File: config.mk
export PLATFORM = sky130hd
export DESIGN_NAME = mem_stage
export DESIGN_NICKNAME = d
export VERILOG_FILES = /design/src/rtl/mem_pkg.sv /design/src/rtl/nzvc_flag_reg.sv /design/src/rtl/mem_stage.sv
export SDC_FILE = /design/constraint.sdc
export NUM_CORES = 1
export LEC_CHECK = 0
export CAP_MARGIN = 20
export CORE_AREA = 5 5 159 161
export CTS_CLUSTER_DIAMETER = 80
export DETAILED_ROUTE_END_ITERATION = 12
export DIE_AREA = 0 0 164 166
export GPL_TIMING_DRIVEN = 0
export PLACE_DENSITY_LB_ADDON = 0.1
export SYNTH_ARGS = -nofsm -noshare
export SYNTH_HDL_FRONTEND = slang
export SYNTH_SLANG_ARGS = --single-unit
File: constraint.sdc
create_clock -name clk -period 2.5 [get_ports clk]
set_input_delay 0.5 -clock clk [delete_from_list [all_inputs] [get_ports clk]]
set_output_delay 0.5 -clock clk [all_outputs]
set_load 0.005 [all_outputs]
File: src/rtl/mem_pkg.sv
// Shared types for the LEGv8 memory stage: FSM states, NZVC flags and the
// EX/MEM and MEM/WB pipeline register payloads.
package mem_pkg;

    localparam int unsigned XLEN   = 64;
    localparam int unsigned REG_AW = 5;

    typedef enum logic {
        IDLE   = 1'b0,
        ACCESS = 1'b1
    } state_t;

    typedef struct packed {
        logic n;
        logic z;
        logic v;
        logic c;
    } nzvc_t;

    typedef struct packed {
        logic              valid;
        logic              mem_we;
        logic              mem2reg;
        logic              reg_we;
        logic [REG_AW-1:0] rd;
        logic [XLEN-1:0]   alu_out;
        logic [XLEN-1:0]   din;
    } exmem_t;

    typedef struct packed {
        logic              valid;
        logic              reg_we;
        logic [REG_AW-1:0] rd;
        logic [XLEN-1:0]   dw;
    } memwb_t;

endpackage

File: src/rtl/nzvc_flag_reg.sv
// Architectural NZVC flag register with load enable.
module nzvc_flag_reg
    import mem_pkg::*;
(
    input  logic  clk,
    input  logic  reset,
    input  logic  load,
    input  nzvc_t d,
    output nzvc_t q
);

    always_ff @(posedge clk or negedge reset) begin
        if (!reset) begin
            q <= '0;
        end else if (load) begin
            q <= d;
        end
    end

endmodule

File: src/rtl/mem_stage.sv
// LEGv8 memory stage: EX/MEM capture, req/ack data-memory access, NZVC and MEM/WB.
// Optional access timeout with sticky error is enabled by defining MEM_TIMEOUT_EN.
module mem_stage
    import mem_pkg::*;
#(
    parameter int unsigned TIMEOUT_CYCLES = 64
)
(
    input  logic              clk,
    input  logic              reset,
    input  logic              valid_EX,
    input  logic              flush_EX,
    input  logic [XLEN-1:0]   ALU_out_EX,
    input  logic [XLEN-1:0]   Din_EX,
    input  logic              MemWE_EX,
    input  logic              Mem2Reg_EX,
    input  logic              RegWE_EX,
    input  logic [REG_AW-1:0] Rd_EX,
    input  logic              setFlag_EX,
    input  logic              ALU_neg,
    input  logic              ALUzeroFlag,
    input  logic              ALU_ov,
    input  logic              ALU_cout,
    output logic              stall,
    output logic              dmem_req,
    output logic              dmem_we,
    output logic [XLEN-1:0]   dmem_addr,
    output logic [XLEN-1:0]   dmem_wdata,
    input  logic              dmem_ack,
    input  logic [XLEN-1:0]   dmem_rdata,
    output logic              valid_WB,
    output logic [XLEN-1:0]   Dw_WB,
    output logic              RegWE_WB,
    output logic [REG_AW-1:0] Rd_WB,
    output logic              negFlag,
    output logic              zeroFlag,
    output logic              ovFlag,
    output logic              carryFlag,
    output logic              mem_err
);

    state_t state_q, state_d;
    exmem_t exmem_q, exmem_d;
    memwb_t memwb_q, memwb_d;
    nzvc_t  flags_d, flags_q;

    logic in_access;
    logic mem_op;
    logic cap_valid;
    logic cap_mem_op;
    logic done;
    logic timeout_hit;
    logic flag_load;

    assign in_access  = (state_q == ACCESS);
    assign mem_op     = exmem_q.valid & (exmem_q.mem_we | exmem_q.mem2reg);
    assign cap_valid  = valid_EX & ~flush_EX;
    assign cap_mem_op = cap_valid & (MemWE_EX | Mem2Reg_EX);
    assign done       = in_access & (dmem_ack | timeout_hit);
    assign stall      = in_access & ~done;

`ifdef MEM_TIMEOUT_EN
    localparam int unsigned CNT_W = $clog2(TIMEOUT_CYCLES + 1);

    logic [CNT_W-1:0] cnt_q;
    logic             mem_err_q;

    // Ack on the limit cycle takes priority over the timeout.
    assign timeout_hit = in_access & ~dmem_ack & (cnt_q == CNT_W'(TIMEOUT_CYCLES - 1));

    always_ff @(posedge clk or negedge reset) begin
        if (!reset) begin
            cnt_q <= '0;
        end else if ((state_d == ACCESS) && (!in_access || done)) begin
            cnt_q <= '0;
        end else if (in_access) begin
            cnt_q <= cnt_q + CNT_W'(1);
        end
    end

    always_ff @(posedge clk or negedge reset) begin
        if (!reset) begin
            mem_err_q <= 1'b0;
        end else if (timeout_hit) begin
            mem_err_q <= 1'b1;
        end
    end

    assign mem_err = mem_err_q;
`else
    logic unused_cfg_c;

    assign unused_cfg_c = ^32'(TIMEOUT_CYCLES);
    assign timeout_hit  = 1'b0;
    assign mem_err      = 1'b0;
`endif

    // FSM state register
    always_ff @(posedge clk or negedge reset) begin
        if (!reset) begin
            state_q <= IDLE;
        end else begin
            state_q <= state_d;
        end
    end

    // Next state; a completing access may chain directly into the next mem op
    always_comb begin
        state_d = state_q;
        case (state_q)
            IDLE:    if (cap_mem_op) state_d = ACCESS;
            ACCESS:  if (done)       state_d = cap_mem_op ? ACCESS : IDLE;
            default: state_d = IDLE;
        endcase
    end

    // EX/MEM capture; holds (and ignores flush) while stalled
    always_comb begin
        exmem_d = exmem_q;
        if (!stall) begin
            exmem_d.valid   = cap_valid;
            exmem_d.mem_we  = MemWE_EX;
            exmem_d.mem2reg = Mem2Reg_EX;
            exmem_d.reg_we  = RegWE_EX;
            exmem_d.rd      = Rd_EX;
            exmem_d.alu_out = ALU_out_EX;
            exmem_d.din     = Din_EX;
        end
    end

    // MEM/WB: ALU ops pass through, mem ops retire only on ack
    always_comb begin
        memwb_d        = memwb_q;
        memwb_d.valid  = 1'b0;
        memwb_d.reg_we = 1'b0;
        if (exmem_q.valid && !mem_op) begin
            memwb_d.valid  = 1'b1;
            memwb_d.reg_we = exmem_q.reg_we;
            memwb_d.rd     = exmem_q.rd;
            memwb_d.dw     = exmem_q.alu_out;
        end else if (mem_op && in_access && dmem_ack) begin
            memwb_d.valid = 1'b1;
            memwb_d.rd    = exmem_q.rd;
            if (exmem_q.mem2reg && !exmem_q.mem_we) begin
                memwb_d.reg_we = exmem_q.reg_we;
                memwb_d.dw     = dmem_rdata;
            end
        end
    end

    always_ff @(posedge clk or negedge reset) begin
        if (!reset) begin
            exmem_q <= '0;
            memwb_q <= '0;
        end else begin
            exmem_q <= exmem_d;
            memwb_q <= memwb_d;
        end
    end

    assign flag_load = cap_valid & setFlag_EX & ~stall;
    assign flags_d   = '{n: ALU_neg, z: ALUzeroFlag, v: ALU_ov, c: ALU_cout};

    nzvc_flag_reg u_flags (
        .clk   (clk),
        .reset (reset),
        .load  (flag_load),
        .d     (flags_d),
        .q     (flags_q)
    );

    assign negFlag    = flags_q.n;
    assign zeroFlag   = flags_q.z;
    assign ovFlag     = flags_q.v;
    assign carryFlag  = flags_q.c;

    assign dmem_req   = in_access;
    assign dmem_we    = in_access & exmem_q.mem_we;
    assign dmem_addr  = exmem_q.alu_out;
    assign dmem_wdata = exmem_q.din;

    assign valid_WB   = memwb_q.valid;
    assign RegWE_WB   = memwb_q.reg_we;
    assign Rd_WB      = memwb_q.rd;
    assign Dw_WB      = memwb_q.dw;

endmodule

**After elaboration in Yosys (flattened, before gate mapping)**

Index checks and enable logic that the tools add are counted.

- Reductions and logical operators: 9
- Bitwise gates (word level): 14
- Muxes and demuxes: 7

Operators with widths:

| operator | number |
|---|---|
| $mux W71 | 2 |
| $mux W64 | 1 |
| $and A1 B1 Y1 | 8 |
| $logic_and A1 B1 Y1 | 4 |
| $not A1 Y1 | 4 |
| $reduce_bool A2 Y1 | 2 |
| $mux W1 | 3 |
| $logic_not A1 Y1 | 2 |
| $or A1 B1 Y1 | 2 |
| $pmux W1 S2 | 1 |
| $reduce_and A2 Y1 | 1 |

- Output and inout port bits: 207
- Input port bits: 210
- Flip-flop bits (word level): 213

**Longest topological paths before layout**

- Depth after elaboration: 6
- Depth in mapped cells: 6
- Mapped depth without buffers: 4

**By module**

A second synthesis with hierarchy kept.

- Cell total of the unflattened synthesis: 1036
- Area, all modules: 9481.6 µm²

Modules (own cells, without submodules):

| module | instances | cells an instance | seq. area each (µm²) | area each (µm²) |
|---|---|---|---|---|
| mem_stage | 1 | 1028 | 5230.0 | 9336.5 |
| nzvc_flag_reg | 1 | 8 | 100.1 | 145.1 |

**Worst setup path before layout**

No wires, ideal clock.

- Path kind: input to output
- From: in dmem_ack
- To: out stall
- Setup slack: 963 ps
- Cell stages on the path: 3
- Data arrival time: 1037 ps
- Required time: 2000 ps
- Cells stage by stage: nand2b_1 -> inv_1 -> buf_1

- Longest elaborated chain between the ends: 3

RTL lines:

| element | line | source |
|---|---|---|
| start: declaration | mem_stage.sv:29 | `input logic dmem_ack,` |
| $and A1 B1 Y1 | mem_stage.sv:59 | `assign done = in_access & (dmem_ack \| timeout_hit);` |
| $not A1 Y1 | mem_stage.sv:60 | `assign stall = in_access & ~done;` |
| $and A1 B1 Y1 | mem_stage.sv:60 |  |
| end: declaration | mem_stage.sv:24 | `output logic stall,` |

No other way between the ends.

**Final worst setup path**

Same ends and word-level chain as after synthesis.

==> metrics.txt <==
Achievable Freq ~420 MHz; total nets after synthesis between 1000 and 1500; Synth Cell Area 9500 um2; io pins 417; P_sw 0.00281 W; nature of the critical path endpoint primary output; initial core utilization 0.399; Num CTS Buffers 25; Core Region between 20000 and 25000 um2; CTS HTree Levels 1; Unique masters post-synth 21; outcome complete, no violations; RSZ-0062 raised after global routing no; Vias about 9000; DR pass1 iterations 5; CP Data Required Time 2.00 ns; Internal slightly below 0.008 W; hpwl dp approximately 24000 um; DRT antenna net count 0; CTS tree yes; setup TNS 0 ns; IO Port Bufs 415; combinational share of power 0.259; Worst-path clk slew 0.06 ns; share of the cycle needed by the critical path after routing 0.942; power density over cell area 715 nW/um2; Max Slew Vio Count 0; first-pass GRT wire length 49800 um; Avg Cell Area, Syn between 9 and 10 um2; Nets between 1500 and 2000; Total Wirelength 32700 um; MaxCap Viol Count 0; proportion of layout cells with a drive suffix above 1 0.151; CTS Root Cell clkbuf_16; Seq cells post-synth 213; endpoints failing hold 0; WS Path Type primary input to primary output; Avg Vias per Cell 4.80; VDD IR max 603 uV; switch share 0.263; Placer Congestion 0.873; vias in the first global route 8714; leakage dissipation 6.98 nW; TritonCTS Sinks 213; synth warn 0; clock latency at the later pin of the worst-skew pair 0.52 ns; crit start category primary input; Flop pwr share 0.401; Cell Count, Final, Fillers Out 1826; relative slew slack 0.463; Max Fanout on Critical Path 4; Die H 166 um; Synth Instances 1036; clock power share 0.340; Chip Width 164 um; final core occ 0.627; GRT Resource Usage Total 0.232; crit path DAT 1.86 ns; placed instance count 1776; Hold Path Class primary input to async pin; largest net degree at the start of global routing around 120; # rows 57; Area Overhead vs Synth 57.2%; Max clock buf depth 3; post-route minimum period 2.36 ns; DR WL/cell 17.9 um; Worst Clk Skew 0.0118 ns; die area around 27000 um2; R2R Path Start dmem_req$_DFF_PN0_; DRC violations left 0; DR iter-0 viols between 500 and 600; reg-to-reg slack, setup between 0.4 and 0.5 ns; Design Power 0.0107 W; Critical path origin dmem_ack; initial antenna violation count 5; # setup viols final 0; GR Overflow Total 0; hold slack approximately 0.00037 ns; register area share after synthesis 0.561; Hold Buf Count CTS 0; worst slew pin tran about 0.8 ns
-- cells in the mapped netlist --
cell / instances / area (um2)
nand2_1: 411 / 1540
dfrtp_1: 213 / 5330
buf_4: 130 / 976
o22ai_1: 128 / 801
a21oi_1: 65 / 325
buf_2: 36 / 180
clkbuf_1: 15 / 56.3
mux2_2: 9 / 101
buf_1: 7 / 26.3
buf_6: 6 / 67.6
and2_1: 2 / 12.5
inv_1: 2 / 7.51
nand2b_1: 2 / 12.5
nor2_1: 2 / 7.51
o21ai_0: 2 / 10.0
conb_1: 1 / 3.75
nand4b_1: 1 / 8.76
nor2b_1: 1 / 6.26
nor3b_2: 1 / 12.5
o21ai_1: 1 / 5.00
or3b_1: 1 / 8.76
-- power by group through the flow --
stage / Combinational [W] / Sequential (W) / Clock (W)
2_1_floorplan: 0.00112 / 0.00429 / 0
3_3_place_gp: 0.00276 / 0.00433 / 0
3_5_place_dp: 0.00280 / 0.00434 / 0
4_1_cts: 0.00281 / 0.00428 / 0.00373
5_1_grt: 0.00300 / 0.00435 / 0.00388
6_report: 0.00277 / 0.00429 / 0.00363
-- kinds of logic (layout without fill, tap and decap cells) --
| kind of cell | Yosys count | in the layout | synth area share |
|---|---|---|---|
| AO/OA/AOI/OAI | 196 | 196 | 0.120 |
| buffers and inverters | 196 | 657 | 0.138 |
| flip-flops | 213 | 213 | 0.561 |
| multiplexers | 9 | 9 | 0.0107 |
| other | 1 | 6 | 0.000395 |
| AND/OR/NAND/NOR | 421 | 421 | 0.170 |
-- registers in the layout, summed over array words and instances, names as in the netlist --
name and cells:
RegWE_WB 1, Dw_WB 64, dmem_addr 64, dmem_req 1
Rd_WB 5, exmem_q 9, valid_WB 1, u_flags.q 4
dmem_wdata 64
-- metrics by stage --
step | setup WS (ns) | instance area [um2]
final | 0.145 | 14900
after CTS | 0.175 | 14900
after floorplan | 0.963 | 9500
after global routing | 0.0898 | 14900
after global placement | -8.64 | 14100
after detailed placement | -0.383 | 14100
-- cell type report --
class | count | area (um2)
inverters | 2 | 11.3
clock buffers | 39 | 768
repair buffers | 417 | 4190
fillers | 2128 | 8880
flip-flops and latches | 213 | 5330
well taps | 324 | 405
plain buffers | 193 | 1300
clock inverters | 6 | 58.8
diodes | 5 | 12.5
multi-input cells | 627 | 2860
-- layer usage --
| metal | wire (um) | track usage | vias up |
|---|---|---|---|
| li1 | - | - | 4200 |
| met1 | 12200 | 0.271 | 4108 |
| met2 | 15800 | 0.393 | 387 |
| met3 | 3460 | 0.0851 | 63 |
| met4 | 1220 | 0.0828 | 2 |
| met5 | 13 | 0 | - |
-- worst paths after layout --
| kind | to | cells past startpoint |
|---|---|---|
| setup reg to reg | u_flags.q[3]$_DFFE_PN0P_ | 5 |
| hold reg to reg | exmem_q[131]$_DFFE_PN0P_ | 2 |
| min in group clk | exmem_q[131]$_DFFE_PN0P_ | 2 |
| setup / recovery | stall | 4 |
| hold / removal | dmem_addr[39]$_DFFE_PN0P_ | 1 |
| max in group asynchronous | dmem_wdata[21]$_DFFE_PN0P_ | 2 |
-- cell usage in the layout (no fill, tap or decap), drive strengths merged --
cell	instances
a21oi	65
and2	2
buf	181
bufinv	1
clkbuf	54
clkdlybuf4s50	414
clkinv	4
clkinvlp	1
conb	1
dfrtp	213
diode	5
inv	2
mux2	9
nand2	411
nand2b	2
nand4b	1
nor2	2
nor2b	1
nor3b	1
o21ai	3
o22ai	128
or3b	1
-- worst max-delay path, stage by stage --
cell,delay [ns]
clkdlybuf4s50_1,0.52
nand2b_1,0.21
clkinvlp_4,0.16
clkdlybuf4s50_1,0.47
-- what timing repair did --
action | 4_1_cts | 5_1_grt
setup endpoints to repair | 1 | 0
resized for setup | 1 | 0
buffers inserted | 1 | 0
Note: power is estimated with default switching activity, not from simulation.
